==> src/rtl/bin_a_bcd.sv <==
// Sequential binary-to-BCD converter using shift-add-3, one input bit per clock.
// The last result stays on bcd while the next conversion runs; out-of-range inputs saturate to 9s.
module bin_a_bcd #(
  parameter int unsigned ANCHO_BIN = 27,
  parameter int unsigned DIGITOS   = 8
) (
  input  logic                   reloj,
  input  logic                   reset,
  input  logic                   inicio,
  input  logic [ANCHO_BIN-1:0]   valor,
  output logic                   ocupado,
  output logic                   listo,
  output logic                   desborde,
  output logic [4*DIGITOS-1:0]   bcd
);

  localparam int unsigned AnchoBcd = 4 * DIGITOS;
  localparam int unsigned AnchoCnt = $clog2(ANCHO_BIN + 1);
  localparam logic [AnchoCnt-1:0] CntIni = AnchoCnt'(ANCHO_BIN);

  function automatic logic [63:0] max_decimal(input int unsigned n);
    logic [63:0] p;
    p = 64'd1;
    for (int unsigned i = 0; i < n; i++) begin
      p = p * 64'd10;
    end
    return p - 64'd1;
  endfunction

  localparam logic [63:0] MaxDec = max_decimal(DIGITOS);

  typedef enum logic [0:0] {StReposo, StDesplaza} estado_e;

  estado_e               r_estado;
  logic [AnchoBcd-1:0]   r_a;
  logic [ANCHO_BIN-1:0]  r_b;
  logic [AnchoCnt-1:0]   r_cnt;
  logic                  r_ovf;

  logic [AnchoBcd-1:0]   w_a_adj;
  logic [AnchoBcd-1:0]   w_a_sig;
  logic [ANCHO_BIN-1:0]  w_b_sig;
  logic [63:0]           w_valor_ext;

  assign w_valor_ext = 64'(valor);

  // Correct every digit >= 5 before the shift so it carries properly into the next digit.
  always_comb begin
    w_a_adj = r_a;
    for (int unsigned i = 0; i < DIGITOS; i++) begin
      if (r_a[4*i +: 4] >= 4'd5) begin
        w_a_adj[4*i +: 4] = r_a[4*i +: 4] + 4'd3;
      end
    end
  end

  assign w_a_sig = {w_a_adj[AnchoBcd-2:0], r_b[ANCHO_BIN-1]};
  assign w_b_sig = {r_b[ANCHO_BIN-2:0], 1'b0};

  always_ff @(posedge reloj) begin
    if (reset) begin
      r_estado <= StReposo;
      r_a      <= '0;
      r_b      <= '0;
      r_cnt    <= '0;
      r_ovf    <= 1'b0;
      bcd      <= '0;
      listo    <= 1'b0;
      ocupado  <= 1'b0;
      desborde <= 1'b0;
    end else begin
      listo <= 1'b0;
      unique case (r_estado)
        StReposo: begin
          if (inicio) begin
            r_b      <= valor;
            r_a      <= '0;
            r_cnt    <= CntIni;
            r_ovf    <= (w_valor_ext > MaxDec);
            ocupado  <= 1'b1;
            r_estado <= StDesplaza;
          end
        end
        StDesplaza: begin
          r_a   <= w_a_sig;
          r_b   <= w_b_sig;
          r_cnt <= r_cnt - AnchoCnt'(1);
          if (r_cnt == AnchoCnt'(1)) begin
            bcd      <= r_ovf ? {DIGITOS{4'h9}} : w_a_sig;
            desborde <= r_ovf;
            listo    <= 1'b1;
            ocupado  <= 1'b0;
            r_estado <= StReposo;
          end
        end
        default: r_estado <= StReposo;
      endcase
    end
  end

endmodule

==> config.mk <==
export PLATFORM = sky130hd
export DESIGN_NAME = bin_a_bcd
export DESIGN_NICKNAME = d
export VERILOG_FILES = /design/src/rtl/bin_a_bcd.sv
export SDC_FILE = /design/constraint.sdc
export NUM_CORES = 1
export LEC_CHECK = 0
export ABC_AREA = 1
export CORE_MARGIN = 1.5
export CORE_UTILIZATION = 50
export DETAILED_ROUTE_END_ITERATION = 8
export GPL_ROUTABILITY_DRIVEN = 0
export HOLD_SLACK_MARGIN = 0.1
export PLACE_DENSITY = 0.78
export SYNTH_ARGS = -nofsm -noshare
export SYNTH_HDL_FRONTEND = slang
export SYNTH_SLANG_ARGS = --single-unit
export TNS_END_PERCENT = 1
==> constraint.sdc <==
create_clock -name reloj -period 1.35 [get_ports reloj]
set_input_delay 0.27 -clock reloj [delete_from_list [all_inputs] [get_ports reloj]]
set_output_delay 0.27 -clock reloj [all_outputs]
set_load 0.005 [all_outputs]
==> qor.yml, run 1 <==
status: "complete, but fails checks"
violations: "setup timing"
p_leak_uw: 0.00316
fill_cells: 775
cts_made_buffers: 9
die-height_um: 102
insertion_delay_ps: 360
hold_path_class: "flop to flop"
drv_cap: 0
synth.net_count: 762
num_io_pins: 65
drc: 0
yosys.area.top_type: "dfxtp_1"
cp_data_required_time_ps: 1590
drt_iter0_drc: 225
worstMarginPinSlew_ps: 405
via_per_inst: 5.23
critical_path.top_delay_family: "compound AO/OA/AOI/OAI gates"
clk_pin_slew_ps: 90
holdWs_ps: 469
avgRoutedWirePerCell_um: 13.4
period_share_pct: 102
ys_warn_count: 0
start_kind: "flop"
grt_usage_pct: 24.1
crit_path_max_fanout: 5
final_common_cell: "nand2_1"
slew_headroom_pct: 73.0
grt_max_degree: 32
fin_crit_ps: 1380
cts-root-buf: "clkbuf_8"
preCtsSetupSlack_ps: -210
fp.coreArea_sq_um: 9370
hpwl_mm: 8.94
drive_gt1_share_pct: 24.2
syn-instance-count: 714
cts_hold_buf: 0
pwr_density_cell_nw_per_um2: 908
ys_ff_latch: 101
clockBufferDepth: 2
rsz0062_at_grt: "yes"
grt_pass1_wl_mm: 19.8
cts.htree.levels: 3
nNetsFinal: 883
antenna_left: 0
cts_tree: "done"
fp.dieW_um: 102
cp-end-kind: "flop"
ys_seq_area_share_pct: 41.4
slowest_delay_ps: 380
drt_first_pass_iters: 5
layout_common_cells: "nand2_1 (200), inv_1 (80), buf_4 (69), dfxtp_1 (62), nor2_1 (57)"
area_growth_syn_to_layout_pct: 36.3
avgSynthCellArea_sq_um: 6.84
wirelength_mm: 13.0
slew_violations: 0
clock-sinks: 101
worstPathArrival_ps: 1610
core.rowCount: 35
grt_overflow: 0
skew_ps: 6.28
place_area_sq_um: 6070
ir_drop_uv: 566
crit_buf_inv: 2
synthesis.area_sq_um: 4880
io_buffer_count: 64
critPathSlowestCell: "dfxtp_4"
die-area_sq_um: 10400
synth.area.top_cells: "dfxtp_1 (41%), nand2_1 (16%), inv_1 (7.3%)"
worst_slack_ps: -27.0
finalHoldViolations: 0
fmax_ghz: 0.726
path_class: "flop to flop"
design_area_sq_um: 6650
setup_viol: 2
yosys.area.top_type_share_pct: 41.4
vias: 5064
antenna_found_initial: 0
path_cells: "inv_4, ha_4, nor2_1, inv_1, nand2_2, o21ai_0, o22ai_1"
grt_pass1_vias: 4503
synthDistinctLibCells: 32
diodes: 0
start_util_pct: 52.1
==> through the flow <==
step	TNS, ps	instances	utilization [%]	total power, uW
global placement	-8150	944	64.7	3910
floorplan	-14.2	714	-	3560
global route	-1270	969	71.0	6280
detailed placement	-11220	944	64.7	3930
CTS	-112	960	67.6	6020
finish	-29.7	969	71.0	6040
==> final timing paths <==
path | endpoint | cells past startpoint | startpoint | slack, ps
worst max-delay path | r_a[14]$_SDFFE_PP0P_ | 7 | r_a[12]$_SDFFE_PP0P_ | -30
worst min-delay path | r_a[29]$_SDFFE_PP0P_ | 2 | r_a[29]$_SDFFE_PP0P_ | 470
worst max register to register | r_a[14]$_SDFFE_PP0P_ | 7 | r_a[12]$_SDFFE_PP0P_ | -30
worst min register to register | r_a[29]$_SDFFE_PP0P_ | 2 | r_a[29]$_SDFFE_PP0P_ | 470
==> routing by layer <==
layer | global-route usage, % | wire length (um) | up-vias
li1 | - | - | 2522
met1 | 28.4 | 5250 | 2341
met2 | 44.5 | 6740 | 173
met3 | 3.66 | 670 | 28
met4 | 8.23 | 300 | 0
met5 | 0 | 0 | -
==> cells by family (layout without fill, tap and decap cells) <==
| kind of cell | after synthesis | count (layout) | share of synthesized area [%] |
|---|---|---|---|
| xor+xnor | 1 | 1 | 0.179 |
| fa+ha+maj | 18 | 18 | 4.61 |
| flops | 101 | 101 | 41.4 |
| buf+inv | 128 | 254 | 10.4 |
| compound gates | 136 | 136 | 15.6 |
| simple gates | 330 | 330 | 27.8 |
==> layout make-up <==
type	count	area (sq um)	area share, %
Clock buffer	12	155	2.33
Clock inverter	4	70.1	1.05
Inverter	99	387	5.81
Multi-Input combinational cell	485	2590	38.9
Sequential cell	101	2090	31.3
Tap cell	129	161	2.43
Timing Repair Buffer	139	1210	18.2
==> timing repair <==
item / CTS / global route
pin swaps: 1 / 18
endpoints found under the hold margin: 0 / 0
setup endpoints to repair: 81 / 63
cloned: 0 / 1
gates resized for setup: 90 / 89
setup buffers: 0 / 8
==> state kept, by name (all words and copies together), names as in the netlist <==
register and flops:
r_b 27, desborde 1, r_estado 1, listo 1, r_cnt 5, ocupado 1
bcd 32, r_ovf 1, r_a 32
==> synth_stat cells <==
cell type and count:
nand2_1 213, dfxtp_1 101, inv_1 95, nor2_1 61, o21ai_0 57, nand3_1 43, a21oi_1 40, ha_1 18
a22oi_1 14, buf_2 14, clkbuf_1 13, o22ai_1 11, inv_2 4, nand4_1 4, o211ai_1 3, a21boi_0 2
a31oi_1 2, nor2_2 2, o21a_1 2, o21ai_1 2, or2_2 2, a21oi_2 1, a221oi_1 1, buf_6 1
clkbuf_2 1, nand2_4 1, nand3_4 1, nor2_4 1, nor2_8 1, nor3_1 1, o31ai_1 1, xor2_1 1
==> power breakdown <==
part	switching (uW)	total [uW]	internal, uW
Clock	1000	2140	1140
Combinational	411	766	355
Sequential	63.1	3130	3070
Total	1480	6040	4560
==> worst reg2reg max path, stage by stage, from the launching register on <==
cell and delay, ps:
dfxtp_4 380, inv_4 80, ha_4 150, nor2_1 50, inv_1 80, nand2_2 90
o21ai_0 330, o22ai_1 110
Power figures use the tool's default switching activity.
==> run 2: changes to the inputs <==
- CORE_UTILIZATION: 50 -> 52
- CTS_BUF_LIST: default -> sky130_fd_sc_hd__clkbuf_2
- PLACE_DENSITY: 0.78 -> 0.81
==> run 2 against run 1 <==
The flow still finishes with violations (setup timing). Clock-buffer cell count decreased by 2. Setup slack got worse by 30 ps. Register-to-register slack got worse by 30 ps. Cell count decreased by 2.2%. Clock power decreased by 36%. Maximum frequency decreased by 2.2%. Critical endpoint is now bcd[3]$_SDFFE_PP0P_.
==> qor.yml, run 2 (synthesized netlist as in run 1, its figures left out) <==
design_area_sq_um: 6360  # -4.5%
start_kind: "flop"
insertion_delay_ps: 540  # +180 ps
skew_ps: 14.0  # +7.71 ps
p_sw_uw: 1440  # -2.9%
clock-sinks: 101  # unchanged
critPathSlowestCell: "dfxtp_2"
io_buffer_count: 64  # unchanged
post-route-util_pct: 69.5  # -1.5 points
r2r-end: "bcd[3]$_SDFFE_PP0P_"
fp.coreArea_sq_um: 9150  # -2.3%
setup_viol: 21  # +19
fmax_ghz: 0.710  # -2.2%
reg2reg_from: "r_cnt[1]$_SDFFE_PP0P_"
cts_made_buffers: 9  # unchanged
grt_overflow: 0  # unchanged
violations: "setup timing"
reg2regPathDepth: 8  # +1
worst_slack_ps: -57.5  # -30.4 ps
hold_path_class: "input pin to flop"
seqPwrFrac_pct: 59.7  # +7.9 points
intPower_uw: 3840  # -16%
crit_path_max_fanout: 5  # unchanged
slew_violations: 0  # unchanged
p_leak_uw: 0.00300  # -5.0%
hpwl_mm: 9.07  # +1.4%
power_uw: 5270  # -13%
die-area_sq_um: 9980  # -3.7%
antenna_found_initial: 0  # unchanged
drive_gt1_share_pct: 28.6  # +4.4 points
multi_input_area_sq_um: 2520  # -2.6%
core.rowCount: 35  # unchanged
grt_usage_pct: 25.5  # +1.4 points
p_clk_share_pct: 26.0  # -9.5 points
layout_common_cells: "nand2_1 (202), inv_1 (84), buf_4 (61), nor2_1 (56)"
start_util_pct: 53.3  # +1.2 points
clockBufferDepth: 2  # unchanged
critical_path.top_delay_family: "simple AND/OR/NAND/NOR gates"
nNetsFinal: 880  # -0.34%
slowest_delay_ps: 380  # about the same
diodes: 0  # unchanged
drv_cap: 0  # unchanged
clk_pin_slew_ps: 250  # +160 ps
cp-end-kind: "flop"
drc: 0  # unchanged
via_per_inst: 5.34  # +2.2%
grt_pass1_vias: 4917  # +9.2%
r2r_slack_ps: -60  # -30 ps
die-height_um: 99.9  # -1.9%
num_io_pins: 65  # unchanged
drt_first_pass_iters: 7  # +2
place_area_sq_um: 6040  # -0.50%
cts.htree.levels: 3  # unchanged
ir_drop_uv: 570  # +0.60%
preCtsSetupSlack_ps: -252  # -41.8 ps
fin_crit_ps: 1410  # +30.4 ps
path_class: "flop to flop"
hold_path_end: "r_b[15]$_SDFFE_PP0P_"
rsz0062_at_grt: "yes"
fill_cells: 743  # -4.1%
hold_path_depth: 5  # +3
fp.dieW_um: 99.9  # -1.9%
cts_hold_buf: 0  # unchanged
area_growth_syn_to_layout_pct: 30.2
top_regs: "bcd x32, r_a x32, r_b x27"
avgRoutedWirePerCell_um: 13.8  # +3.1%
holdWs_ps: 358  # -112 ps
period_share_pct: 104  # +2.3 points
final_common_cell: "nand2_1"
grt_max_degree: 35  # +9.4%
cp_data_required_time_ps: 1830  # +240 ps
hp-start: "valor[15]"
cts_tree: "done"
path_cells: "inv_2, ha_4, nand3_4, nor2_8, nand2_4, buf_6, a21oi_2, nor2_1"
combPwrFrac_pct: 14.3  # +1.6 points
crit_buf_inv: 2  # unchanged
finalHoldViolations: 0  # unchanged
vias: 5065  # +0.020%
wirelength_mm: 13.1  # +0.90%
drt_iter0_drc: 244  # +8.4%
cts-root-buf: "clkbuf_2"
regArea_sq_um: 2090  # +0.42%
worstMarginPinSlew_ps: 378  # -27.1 ps
antenna_left: 0  # unchanged
pwr_density_cell_nw_per_um2: 830  # -8.6%
worstPathArrival_ps: 1890  # +280 ps
slew_headroom_pct: 74.6  # +1.5 points
switching_share_pct: 27.2  # +2.7 points
status: "complete, but fails checks"
grt_pass1_wl_mm: 20.7  # +4.5%
run 2: what timing repair did:
item | CTS | global route
setup buffers | 1 | 5
setup endpoints to repair | 97 | 89
gates resized for setup | 207 | 83
pin swaps | 3 | 10
gates cloned | 0 | 1
run 2: worst reg2reg max path: cells and delay by family (launching register included):
kind	cells	cell delay [ps]
flops	1	380
simple gates	4	490
fa+ha+maj	1	140
buf+inv	2	220
compound gates	1	120
run 2: layer usage:
metal	global-route usage (%)	share of wire [%]
met5	0	0
met4	12.4	2.2
met3	3.20	5.8
met2	47.6	52
met1	28.6	40
run 2: layout make-up:
class                           instances  area share [%]
Multi-Input combinational cell        485            39.6
Sequential cell                       101            32.9
Timing Repair Buffer                  136            17.6
Inverter                               99            6.00
Tap cell                              111            2.18
Clock inverter                          6           0.846
Clock buffer                           10           0.787
run 2: worst max-delay path by stage:
| stage | start | to | slack [ps] | cells after the start |
|---|---|---|---|---|
| 2_1_floorplan | r_a[8]$_SDFFE_PP0P_ | bcd[10]$_SDFFE_PP0P_ | -8 | 7 |
| 3_3_place_gp | reset | r_a[31]$_SDFFE_PP0P_ | -170 | 6 |
| 3_5_place_dp | reset | r_a[20]$_SDFFE_PP0P_ | -250 | 6 |
| 4_1_cts | r_cnt[1]$_SDFFE_PP0P_ | bcd[16]$_SDFFE_PP0P_ | -80 | 8 |
| 5_1_grt | r_a[16]$_SDFFE_PP0P_ | bcd[20]$_SDFFE_PP0P_ | -120 | 8 |
| 6_report | r_cnt[1]$_SDFFE_PP0P_ | bcd[3]$_SDFFE_PP0P_ | -60 | 8 |
run 2: power groups by stage:
stage	Clock, uW	Combinational [uW]	Sequential, uW
finish	1370	757	3150
global route	1480	835	3160
CTS	1380	714	3140
detailed placement	0	728	3200
global placement	0	701	3190
floorplan	0	376	3180
run 2: stage by stage:
stage          TNS, ps  cells
3_5_place_dp    -14950    925
3_3_place_gp     -9010    925
4_1_cts           -592    942
6_report          -436    948
2_1_floorplan    -14.2    714
5_1_grt          -3540    948
